[src/rtl/sram_arbiter.sv]
// sram_arbiter: grants the shared SRAM controller to the D or I requester, with a watchdog on stalled transactions.
module sram_arbiter #(
  parameter int ADDR_W  = 32,
  parameter int DATA_W  = 32,
  parameter int LINE_W  = 64,
  parameter int RR_EN   = 1,
  parameter int TIMEOUT = 255
) (
  input  logic              clk,
  input  logic              rst,
  input  logic              d_rd_en,
  input  logic              d_wr_en,
  input  logic [ADDR_W-1:0] d_addr,
  input  logic [DATA_W-1:0] d_wdata,
  output logic [LINE_W-1:0] d_rdata,
  output logic              d_ready,
  input  logic              i_rd_en,
  input  logic [ADDR_W-1:0] i_addr,
  output logic [LINE_W-1:0] i_rdata,
  output logic              i_ready,
  output logic              sram_wr_en,
  output logic              sram_rd_en,
  output logic [ADDR_W-1:0] sram_addr,
  output logic [DATA_W-1:0] sram_wdata,
  input  logic [LINE_W-1:0] sram_rdata,
  input  logic              sram_ready,
  output logic              grant_d,
  output logic              grant_i,
  output logic              timeout_err
);
  typedef enum logic [1:0] {IDLE, GNT_D, GNT_I} state_t;
  state_t            state_q, state_d;
  logic              last_i_q, last_i_d;
  logic [7:0]        cnt_q, cnt_d;
  logic              terr_q, terr_d;
  logic [LINE_W-1:0] d_rdata_q, i_rdata_q;
  logic              pick_d, expire, done;
  logic [LINE_W-1:0] ret;
  always_comb begin
    grant_d     = state_q == GNT_D;
    grant_i     = state_q == GNT_I;
    timeout_err = terr_q;
    // last_i_q set means D wins the next conflict under round-robin
    pick_d      = (d_rd_en | d_wr_en) & (~i_rd_en | (RR_EN == 0) | last_i_q);
    expire      = ~sram_ready & (cnt_q == 8'(TIMEOUT - 1));
    done        = (grant_d | grant_i) & (sram_ready | expire);
    ret         = expire ? '0 : sram_rdata;
    d_ready     = grant_d & done;
    i_ready     = grant_i & done;
    d_rdata     = d_ready ? ret : d_rdata_q;
    i_rdata     = i_ready ? ret : i_rdata_q;
    sram_wr_en  = grant_d & d_wr_en;
    sram_rd_en  = grant_d ? d_rd_en & ~d_wr_en : grant_i & i_rd_en;
    sram_addr   = grant_d ? d_addr : grant_i ? i_addr : '0;
    sram_wdata  = grant_d ? d_wdata : '0;
    state_d     = state_q == IDLE ? (pick_d ? GNT_D : i_rd_en ? GNT_I : IDLE)
                : done ? IDLE : state_q;
    cnt_d       = state_q == IDLE ? 8'd0 : cnt_q + 8'd1;
    last_i_d    = done ? grant_i : last_i_q;
    terr_d      = terr_q | (done & expire);
  end
  always_ff @(posedge clk) begin
    if (rst) begin
      state_q   <= IDLE;
      last_i_q  <= 1'b1;
      cnt_q     <= '0;
      terr_q    <= 1'b0;
      d_rdata_q <= '0;
      i_rdata_q <= '0;
    end else begin
      state_q   <= state_d;
      last_i_q  <= last_i_d;
      cnt_q     <= cnt_d;
      terr_q    <= terr_d;
      d_rdata_q <= d_rdata;
      i_rdata_q <= i_rdata;
    end
  end
endmodule

[config.mk]
export PLATFORM = sky130hd
export DESIGN_NAME = sram_arbiter
export DESIGN_NICKNAME = d
export VERILOG_FILES = /design/src/rtl/sram_arbiter.sv
export SDC_FILE = /design/constraint.sdc
export NUM_CORES = 1
export LEC_CHECK = 0
export ABC_AREA = 1
export CELL_PAD_IN_SITES_DETAIL_PLACEMENT = 2
export CELL_PAD_IN_SITES_GLOBAL_PLACEMENT = 2
export CORE_MARGIN = 8
export CORE_UTILIZATION = 19
export DETAILED_ROUTE_END_ITERATION = 8
export PLACE_DENSITY_LB_ADDON = 0.1
export RECOVER_POWER = 100
export SYNTH_ARGS = -nofsm -noshare
export SYNTH_HDL_FRONTEND = slang
export SYNTH_SLANG_ARGS = --single-unit
export TNS_END_PERCENT = 100
[constraint.sdc]
create_clock -name clk -period 2.5 [get_ports clk]
set_input_delay 0.5 -clock clk [delete_from_list [all_inputs] [get_ports clk]]
set_output_delay 0.5 -clock clk [all_outputs]
set_load 0.03 [all_outputs]
==> Word level (Yosys, flattened, before mapping) <==
Cells that the tools add are included.
{ "totals": {"ff_bits": 140, "input_bits": 166, "out_inout_bits": 199, "elab_cells": 41} }
{ "classes": {"addsub": 1, "eq_ne": 3, "muxes": 11, "bitwise_logic": 17, "n_reduce_logical": 3} }
{ "op_table": {"columns": ["cell", "n"], "rows": [
  ["two-way mux 64 bit", 3],
  ["two-way mux 32 bit", 3],
  ["bitwise AND 1 bit", 9],
  ["adder 8 x 1 -> 8 bit (second input constant)", 1],
  ["equality test 8 bit (second input constant)", 1],
  ["two-way mux 2 bit", 4],
  ["OR 1 bit", 5],
  ["inverter 1 bit", 3],
  ["equality test 2 x 1 -> 1 bit (second input constant)", 1],
  ["equality test 2 bit (second input constant)", 1],
  ["logical NOT 2 bit", 1],
  ["nonzero test 2 bit", 1],
  ["OR reduction 2 bit", 1],
  ["two-way mux 1 bit", 1]
]} }

==> Longest topological paths before layout <==
Gate-level depths: netlist (run 1).
{ "depth": {"ltp_word": 6, "depth_mapped": 11, "ltp_nobuf": 9} }

==> Worst setup path after synthesis (run 1) <==
No wires, ideal clock.
{ "synth_path": {"path_kind": "register to output", "from": "reg state_q[1]", "to": "out sram_rd_en", "arrival_time_ns": 1.832, "t_required_ns": 2.000, "path_slack_ns": 0.168, "stages_incl_launch_ff": 6, "n_path_buf": 1, "cell_sequence": "dfxtp_1 > inv_1 > ha_1 > buf_2 > clkinv_1 > o31ai_1"} }
{ "synth_via": {"elab_cells_between_ends": 4, "classes_between": "2 x eq/ne; 1 x mux; 1 x bitwise"} }
{ "synth_rtl": {"columns": ["item", "line_no", "rtl"], "rows": [
  ["start: declaration", "32", "state_t state_q, state_d;"],
  ["start signal: assignment", "71", "state_q <= state_d;"],
  ["equality test 2 x 1 -> 1 bit", "40", "grant_d = state_q == GNT_D;"],
  ["net grant_d", "27", "output logic grant_d,"],
  ["two-way mux 1 bit", "53", "sram_rd_en = grant_d ? d_rd_en & ~d_wr_en : grant_i & i_rd_en;"],
  ["end: declaration", "22", "output logic sram_rd_en,"]
]} }
The timed path passes the listed nets, and every way through them passes these cells.

==> Final worst setup path (run 1) <==
{ "layout_path": {"from": "reg cnt_q[0]", "to": "out d_rdata[59]"} }
{ "layout_via": {"elab_chain_cells": 6, "elab_cells_between_ends": 7, "classes_between": "1 x eq/ne; 2 x mux; 4 x bitwise"} }
{ "layout_rtl": {"columns": ["item", "line_no", "rtl"], "rows": [
  ["start: declaration", "34", "logic [7:0] cnt_q, cnt_d;"],
  ["start signal: assignment", "73", "cnt_q <= cnt_d;"],
  ["equality test 8 bit (*)", "45", "expire = ~sram_ready & (cnt_q == 8'(TIMEOUT - 1));"],
  ["bitwise AND 1 bit (*)", "45", null],
  ["OR 1 bit", "46", "done = (grant_d | grant_i) & (sram_ready | expire);"],
  ["bitwise AND 1 bit", "46", null],
  ["bitwise AND 1 bit", "48", "d_ready = grant_d & done;"],
  ["two-way mux 64 bit (*)", "50", "d_rdata = d_ready ? ret : d_rdata_q;"],
  ["end: declaration", "15", "output logic [LINE_W-1:0] d_rdata,"]
]} }
Mark *: on every way between the ends. The rest lies on a longest branch, timed or not.

==> results of run 1 <==
sequential cells by signal, indices dropped and copies added (netlist names):
signal       flops
cnt_q            8
timeout_err      1
d_rdata_q       64
i_rdata_q       64
last_i_q         1
state_q          2
layout by cell type, fill, tap and decap left out, types with 43 or more instances in the layout:
cell type / count
nand2_2: 70
nand2_1: 147
buf_6: 79
nand4_1: 128
buf_4: 116
clkdlybuf4s50_1: 165
buf_12: 99
a21oi_1: 131
dfxtp_1: 134
nand2_4: 135
inv_1: 43
routing by layer:
metal,vias up,GRT usage [%]
met2,244,31.9
li1,4145,-
met3,36,5.91
met4,2,5.70
met5,-,0
met1,4316,21.2
power by group through the flow:
stage | clock [mW] | sequential (mW) | combinational [mW]
after global routing | 2.74 | 2.31 | 2.54
after floorplan | 0 | 2.33 | 0.792
after global placement | 0 | 2.33 | 1.81
final | 2.58 | 2.30 | 2.41
after detailed placement | 0 | 2.34 | 1.82
after CTS | 2.68 | 2.29 | 2.18
kinds of logic (layout without fill, tap and decap cells):
logic type                 Yosys count  in the layout  share of synthesized area [%]
xor gates and xnor gates             2              2                          0.264
other                                0              2                              0
AOI/OAI and AO/OA                  138            138                           10.5
adders and majority gates            5              5                          0.943
DFF                                140            140                           42.2
buffers and inverters              136            584                           9.24
and+or+nand+nor                    547            547                           36.8
through the flow:
stage | cell area [um2] | instances | worst slack (ns) | hold slack [ns] | TNS [ns]
floorplan | 6630 | 968 | 0.168 | 0.423 | 0
global placement | 11400 | 1722 | 0.165 | 0.441 | 0
detailed placement | 11400 | 1722 | 0.137 | 0.451 | 0
CTS | 13500 | 1805 | -0.134 | 0.430 | -9.44
global route | 15200 | 1873 | -0.190 | 0.448 | -15.27
finish | 15200 | 1873 | -0.100 | 0.452 | -4.88
worst paths after layout:
path | start | end | slack, ns | cells past startpoint
worst min-delay path | rst | d_rdata_q[2] | 0.45 | 2
worst min register to register | cnt_q[7] | cnt_q[7] | 0.46 | 2
worst max register to register | state_q[1] | d_rdata_q[24] | 0.07 | 15
worst max-delay path | cnt_q[0] | d_rdata[59] | -0.10 | 13
cell type report:
class	instances	area share (%)
antenna	2	0.0330
clock buffer	19	2.98
clock inverter	11	0.791
inverter	49	1.28
multi-input combinational	692	30.9
sequential	140	18.5
tap	455	3.75
timing repair buffer	505	41.7
what timing repair did:
action	CTS	global route
pin swaps	33	46
buffers inserted	41	55
hold buffers	0	0
endpoints found under the setup margin	174	146
gates resized for setup	275	254
cloned	12	14
==> out/results.txt, run 1 <==
Final Slew Violations: 0
Sequential standard cell area: 2820 um2
First-pass GRT wire length: 58,100 um
CP Buf/Inv Count: 6
CTS Sinks: 140
Final setup skew: 0.0113 ns
Crit-path cells: inv_2 > ha_4 > inv_2 > nor2_2 > nand2_2 > nand2_4 > buf_6 > nand3_4 > buf_12 > buf_16 > nand2_4 > nand2_4 > buf_12
Met2 Wirelength: 21,200 um
Clk root buf: clkbuf_16
Avg WL per Cell: 22.4 um
Max incr delay on CP: 0.32 ns
Top cells by count, synth: nand2_1 (364), dfxtp_1 (140), a21oi_1 (133), nand4_1 (128), clkbuf_1 (55)
Initial antenna violation count: 3
Crit end category: output port
Final WL: 41,900 um
Netlist cell types: 24
Maximum clock path buffer count: 2
CTS H-tree lvls: 4
Asr flop ratio synth: 0%
RSZ-0062 raised after global routing: true
CP Max Fanout: 8
Port buffer count: 364
Drt first pass iters: 4
Routed vias: 8,743
IO Count: 365
Fin. Hold Viols: 0
Cell-internal power: 4.95 mW
Initial Utilization: 19.3%
WP data required: 2.00 ns
Max Clk Rate: 385 MHz
FILL cells: 3,656
Worst-skew pair later-pin latency: 0.44 ns
Failing checks: negative setup slack
Min Tclk post-route: 2.60 ns
Cells after synthesis: 968
Yosys warns: 0
Layout Nets: 1,576
Max-cap check violation count: 0
Post-DR vias/cell: 4.67
Antenna Nets Post-Route: 0
Peak VDD IR: 461 uV
Clk slew on worst S/H paths: 0.06 ns
Largest cells by area after synthesis: dfxtp_1 (42%), nand2_1 (21%), nand4_1 (12%)
Cell with the most instances after synthesis: nand2_1
Avg Inst Size Synth: 6.85 um2
Class of the worst hold path: input port to flip-flop
WS Path Type: flip-flop to output port
Slew margin rel.: 51.0%
Post-synthesis sequential area ratio: 42.2%
Crit path DAT: 2.10 ns
Yosys top cell area share: 42.2%
Largest net degree at the start of global routing: 129
Crit path top cell by count: nand2_4
Die Wd: 203 um
Layout cells sized above 1: 42.4%
DR WL met3: 2690 um
P_leak: 6.60 nW
Core ar.: 34,500 um2
Top FF cell, synth: dfxtp_1
Residual DRC: 0
Sequential share of power: 31.6%
GRT overflow: 0
Fraction of the cycle the final worst path needs: 104%
DR top layer: met5
Final core occ: 44.1%
Hpwl dp: 26,300 um
Setup ws final: -0.100 ns
Worst path top cell family by delay: buffers and inverters
Clock group share of total power: 35.4%
CTS buffer count: 17
CTS tree: done
Die Area: 41,200 um2
Post-Syn Area: 6630 um2
Post-Syn Nets: 1,139
Number of global-route vias before repair: 9,108
Area delta synth->final: 129%
Power, Total: 7.29 mW
Post-synth EDFFs: 0
Tightest Pin Transition: 0.736 ns
Die H: 203 um
Initial drt markers: 287
Multi-input logic area: 4690 um2
Final setup viols: 103
Synth Register Bits: 140
Combinational share of power: 33.0%
Net Sw Frac: 32.1%
Yosys top cell by area: dfxtp_1
Worst setup SP type: flip-flop
Switching power: 2.34 mW
Pwr per Cell Area: 480 nW/um2
Critical Path Slowest Stage Cell: dfxtp_2
Global Route Usage Sum: 18.4%
Num rows: 68
Status: finished, violations left
GPL Wtd Cong: 0.753
Metal1 wirelength: 17,400 um
(Power assumes the default switching activity.)
==> run 2, diff against run 1 <==
- CORE_MARGIN: 8 -> unset
==> run 2 against run 1 <==
Compared with the run above: the flow still finishes with violations (negative setup slack); flip-flop and latch count unchanged; sequential power barely moved; sequential share of layout area rose by 0.46 points; non-clock buffer count grew 5; total power rose by 3.8%; maximum frequency rose by 0.78%; core utilization is 1.1 points lower; design area decreased by 2.4%; setup slack gained 0.020 ns; count of clock-buffer cells in the layout shrank 1; routed wire length is 2.2% lower; largest cell class unchanged; largest power group unchanged; highest routed layer is now met4.
==> out/results.txt, run 2 (synthesis results as in run 1) <==
Status: finished, violations left
Failing checks: negative setup slack
Crit-path cells: inv_4 > buf_12 > ha_4 > buf_16 > nand3_4 > buf_4 > clkbuf_16 > nand2_1 > nand2_2 > buf_12
Drt first pass iters: 4 (unchanged)
FILL cells: 3,691 (+0.96%)
Die Area: 35,700 um2 (-13%)
GRT overflow: 0 (unchanged)
IO Count: 365 (unchanged)
Layout cells sized above 1: 42.8% (+0.38 points)
WP data required: 2.00 ns (about the same)
Tightest Pin Transition: 0.697 ns (-0.0386 ns)
CP Max Fanout: 9 (+1)
Worst setup SP type: flip-flop
Max incr delay on CP: 0.36 ns (+0.04 ns)
Fin. Hold Viols: 0 (unchanged)
GPL Wtd Cong: 0.717 (-4.8%)
Core ar.: 34,500 um2 (unchanged)
Crit path DAT: 2.08 ns (-0.02 ns)
Initial antenna violation count: 0 (-3)
First-pass GRT wire length: 55,100 um (-5.2%)
WS Path Type: flip-flop to output port
Largest net degree at the start of global routing: 129 (unchanged)
RSZ-0062 raised after global routing: true
Peak VDD IR: 403 uV (-13%)
Port buffer count: 364 (unchanged)
Commonest non-fill, non-tap cell in the layout: clkdlybuf4s50_1
Worst hold slack: 0.465 ns (+0.0127 ns)
CTS tree: done
Pwr per Cell Area: 510 nW/um2 (+6.3%)
Hold buffers post-CTS: 0 (unchanged)
Class of the worst hold path: flip-flop to flip-flop
P_leak: 6.58 nW (-0.32%)
Avg WL per Cell: 21.9 um (-2.4%)
Min Tclk post-route: 2.58 ns (-0.0200 ns)
Final setup skew: 0.0100 ns (-0.00133 ns)
Maximum clock path buffer count: 2 (unchanged)
Most frequent cells in the layout: clkdlybuf4s50_1 (164), nand2_1 (148), dfxtp_1 (134)
Final setup viols: 76 (-26%)
Worst-skew pair later-pin latency: 0.44 ns (about the same)
Num rows: 68 (unchanged)
Sequential share of power: 30.4% (-1.2 points)
Net Sw Frac: 31.7% (-0.38 points)
Layout Nets: 1,581 (+0.32%)
Critical Path Slowest Stage Cell: dfxtp_4
Die Wd: 189 um (-6.9%)
Combinational share of power: 32.6% (-0.4 points)
Worst path top cell family by delay: buffers and inverters
Final WL: 41,000 um (-2.2%)
Number of global-route vias before repair: 8,923 (-2.0%)
Fraction of the cycle the final worst path needs: 103% (-0.80 points)
CTS buffer count: 17 (unchanged)
Cell-internal power: 5.16 mW (+4.3%)
Clk root buf: clkbuf_16
Switching power: 2.40 mW (+2.5%)
Post-DR vias/cell: 4.66 (-0.20%)
Max Clk Rate: 388 MHz (+0.78%)
Global Route Usage Sum: 20.4% (+2.0 points)
Residual DRC: 0 (unchanged)
Clk slew on worst S/H paths: 0.07 ns (about the same)
Final Slew Violations: 0 (unchanged)
Initial Utilization: 19.3% (unchanged)
Die H: 189 um (-6.9%)
CTS Sinks: 140 (unchanged)
Crit path top cell by count: buf_12
Non-filler cells, final: 1,877 (+0.21%)
Crit end category: output port
Setup ws final: -0.0800 ns (+0.0200 ns)
Final core occ: 43.0% (-1.1 points)
Initial drt markers: 265 (-7.7%)
Max-cap check violation count: 0 (unchanged)
Largest registers: d_rdata_q (64), i_rdata_q (64), cnt_q (8)
Hpwl dp: 22,900 um (-13%)
Clock group share of total power: 37.0% (+1.6 points)
Area delta synth->final: 123%
CP Buf/Inv Count: 6 (unchanged)
# diodes: 0 (-2)
Slew margin rel.: 53.5% (+2.6 points)
Antenna Nets Post-Route: 0 (unchanged)
CTS H-tree lvls: 4 (unchanged)
Routed vias: 8,744 (+0.011%)
Placed cells: 1,723 (+0.058%)
run 2: changes by cell type in the layout (fill, tap and decap cells not counted), sizes merged:
cell and delta:
dlygate4sd2 -2, dlymetal6s2s -1, clkdlybuf4s15 +1, clkbuf +7
diode -2, bufinv +2, clkdlybuf4s50 -1
run 2: worst register-to-register path: stages, from the launching register on:
cell and delay [ns]:
dfxtp_4 0.37, inv_4 0.04, ha_4 0.29, buf_6 0.11, buf_8 0.12, buf_12 0.14
buf_16 0.12, nand4_1 0.13, buf_4 0.19, buf_4 0.12, buf_4 0.12, buf_4 0.12
buf_4 0.12, buf_4 0.12, buf_4 0.12, a21oi_2 0.09
run 2: power by group through the flow:
stage                     Sequential, mW  Combinational (mW)  Clock [mW]
final                               2.30                2.46        2.80
after global routing                2.30                2.58        2.96
after CTS                           2.29                2.29        2.86
after detailed placement            2.34                1.72           0
after global placement              2.33                1.71           0
after floorplan                     2.33               0.792           0
run 2: what timing repair did:
action	CTS	global route
gates resized for setup	235	293
setup buffers	48	45
pin swaps	60	43
gates cloned	20	17
setup endpoints to repair	181	163
run 2: final timing paths:
kind                       from            end  slack (ns)  depth (start not counted)
setup / recovery     state_q[1]    d_rdata[41]       -0.08                         10
setup reg to reg     state_q[0]  i_rdata_q[59]        0.12                         15
hold / removal    d_rdata_q[51]  d_rdata_q[51]        0.46                          2
hold reg to reg   d_rdata_q[51]  d_rdata_q[51]        0.46                          2
run 2: per-layer routing:
layer | GRT usage [%] | part of all wire, %
met1 | 23.3 | 40
met2 | 36.8 | 52
met3 | 6.25 | 5.8
met4 | 4.78 | 1.6
met5 | 0 | 0
run 2: per-stage QoR:
step | setup WS (ns) | instance area [um2] | total power, mW | setup TNS (ns)
after global placement | 0.191 | 11000 | 4.05 | 0
after CTS | -0.0802 | 13300 | 7.43 | -2.08
final | -0.0800 | 14800 | 7.56 | -1.98
after global routing | -0.172 | 14800 | 7.84 | -14.08
after detailed placement | 0.180 | 11000 | 4.05 | 0
after floorplan | 0.168 | 6630 | 3.12 | 0
run 2: area by class of cell:
class	count	area [um2]	area share, %
Sequential cell	140	2820	19.0
Clock inverter	13	191	1.29
Clock buffer	18	439	2.96
Timing Repair Buffer	510	6290	42.4
Inverter	49	189	1.28
Tap cell	455	569	3.84
Multi-Input combinational cell	692	4320	29.2
==> run 3, diff against run 2 <==
- CORE_UTILIZATION: 19 -> 31
- DONT_BUFFER_PORTS: unset -> 1
- MAX_ROUTING_LAYER: unset -> met4
==> run 3 against run 2 <==
Compared with the run above: the run still ends with negative setup slack left; clock power decreased by 11%; sequential share of layout area up 11 points; maximum frequency increased by 1.4%; first-iteration DRC count up 29%; setup slack better by 0.036 ns; total power fell by 20%; global-route usage is 8.0 points higher.
==> out/results.txt, run 3 (synthesis results as in run 1) <==
Initial drt markers: 343 (+29%)
Antenna Nets Post-Route: 0 (unchanged)
Die H: 148 um (-21%)
Clk root buf: clkbuf_16
Status: finished, violations left
RSZ-0062 raised after global routing: true
First-pass GRT wire length: 45,500 um (-17%)
WS Path Type: flip-flop to output port
Commonest non-fill, non-tap cell in the layout: nand2_1
Peak VDD IR: 266 uV (-34%)
GPL Wtd Cong: 0.812 (+13%)
CTS tree: done
Core ar.: 21,000 um2 (-39%)
Class of the worst hold path: input port to flip-flop
Largest net degree at the start of global routing: 134 (+3.9%)
Most frequent cells in the layout: nand2_1 (218), dfxtp_1 (134), a21oi_1 (133)
Num rows: 53 (-22%)
CTS H-tree lvls: 4 (unchanged)
Critical path origin: state_q[0]
Fin. Hold Viols: 0 (unchanged)
Min Tclk post-route: 2.54 ns (-0.0358 ns)
Fraction of the cycle the final worst path needs: 102% (-1.4 points)
Max-cap check violation count: 0 (unchanged)
Die Area: 22,000 um2 (-38%)
Reg2Reg Depth: 10 (-5)
Final Cell Area: 9530 um2 (-36%)
Post-DR vias/cell: 5.65 (+21%)
Final setup skew: 0.0153 ns (+0.00525 ns)
CTS buffer count: 17 (unchanged)
Max Clk Rate: 393 MHz (+1.4%)
Area delta synth->final: 43.7%
Dpl cell area: 7520 um2 (-31%)
Setup ws final: -0.0443 ns (+0.0358 ns)
Final setup viols: 17 (-78%)
Die Wd: 148 um (-21%)
CTS Sinks: 140 (unchanged)
Port buffer count: 0 (-100%)
Avg WL per Cell: 25.0 um (+15%)
Final Slew Violations: 0 (unchanged)
IO Count: 365 (unchanged)
Layout cells sized above 1: 32.9% (-9.9 points)
Number of global-route vias before repair: 7,694 (-14%)
Drt first pass iters: 5 (+1)
Layout Nets: 1,222 (-23%)
Pre-CTS worst setup slack: 0.158 ns (-0.0222 ns)
Initial antenna violation count: 1 (+1)
Largest registers: d_rdata_q (64), i_rdata_q (64), cnt_q (8)
Crit end category: output port
Hold Crit Depth: 1 (-1)
Crit path DAT: 2.04 ns (-0.04 ns)
Failing checks: negative setup slack
Worst hold slack: 0.140 ns (-0.325 ns)
CP Max Fanout: 5 (-4)
WP data required: 2.00 ns (about the same)
P_leak: 4.42 nW (-33%)
Maximum clock path buffer count: 2 (unchanged)
Residual DRC: 0 (unchanged)
Pwr per Cell Area: 637 nW/um2 (+25%)
Final core occ: 45.3% (+2.3 points)
Final WL: 33,600 um (-18%)
GRT overflow: 0 (unchanged)
Worst r2r src: state_q[1]
Hpwl dp: 20,000 um (-13%)
Global Route Usage Sum: 28.3% (+8.0 points)
Worst setup SP type: flip-flop
Slew margin rel.: 72.0% (+18 points)
Clk slew on worst S/H paths: 0.06 ns (about the same)
Worst-skew pair later-pin latency: 0.42 ns (-0.02 ns)
Worst hold start: rst
Initial Utilization: 31.6% (+12 points)
Tightest Pin Transition: 0.419 ns (-0.278 ns)
Routed vias: 7,576 (-13%)
==> run 3: cell count changes in the layout (fill, tap and decap cells not counted), sizes merged, moves of 3 or more <==
cell           change
inv                +3
buf              -169
bufinv             -3
dlygate4sd2        -7
clkbuf            -17
clkdlybuf4s50    -164
==> run 3: final cells by class <==
cell class / instances / area, um2
well taps: 275 / 344
fillers: 2334 / 11500
diodes: 1 / 2.50
inverters: 49 / 188
clock inverters: 13 / 133
repair buffers: 151 / 1700
flip-flops and latches: 140 / 2820
clock buffers: 19 / 443
multi-input cells: 692 / 3910
==> run 3: where the power goes <==
group | leakage (nW) | internal (mW) | switching (mW)
Sequential | 1.13 | 2.27 | 0.0236
Combinational | 3.02 | 0.384 | 0.897
Clock | 0.269 | 1.42 | 1.07
Total | 4.42 | 4.07 | 1.99
==> run 3: stage by stage <==
stage          std cells  TNS [ns]  total power [mW]
2_1_floorplan        968         0              3.12
3_3_place_gp        1265         0              3.36
3_5_place_dp        1265         0              3.39
4_1_cts             1319    -0.212              5.96
5_1_grt             1340     -4.34              6.28
6_report            1340    -0.392              6.07
==> run 3: worst max-delay path, cell delays in order, from the launching register on <==
cell     delay [ns]
dfxtp_4        0.38
inv_4          0.05
ha_4           0.28
buf_12         0.13
nand3_4        0.15
buf_12         0.20
buf_16         0.15
nand2_4        0.06
nand2_2        0.05
buf_6          0.14
==> run 3: timing repair <==
action / in CTS / in global routing
setup buffers: 17 / 17
hold buffers: 0 / 0
resized for setup: 128 / 167
pin swaps: 9 / 19
cloned: 5 / 4
setup endpoints to repair: 195 / 132
==> run 3: final timing paths <==
kind	to	slack (ns)
hold reg to reg	cnt_q[7]	0.45
setup / recovery	i_rdata[22]	-0.04
hold / removal	i_rdata_q[41]	0.14
setup reg to reg	i_rdata_q[10]	0.71
==> run 3: per-layer routing <==
layer  global-route usage [%]  part of all wire [%]  vias to the layer above
met5                        -                     0                        -
met4                     11.1                   2.5                        0
li1                         -                     -                     3420
met3                     7.21                   7.4                       53
met1                     31.4                    38                     3763
met2                     48.7                    52                      340
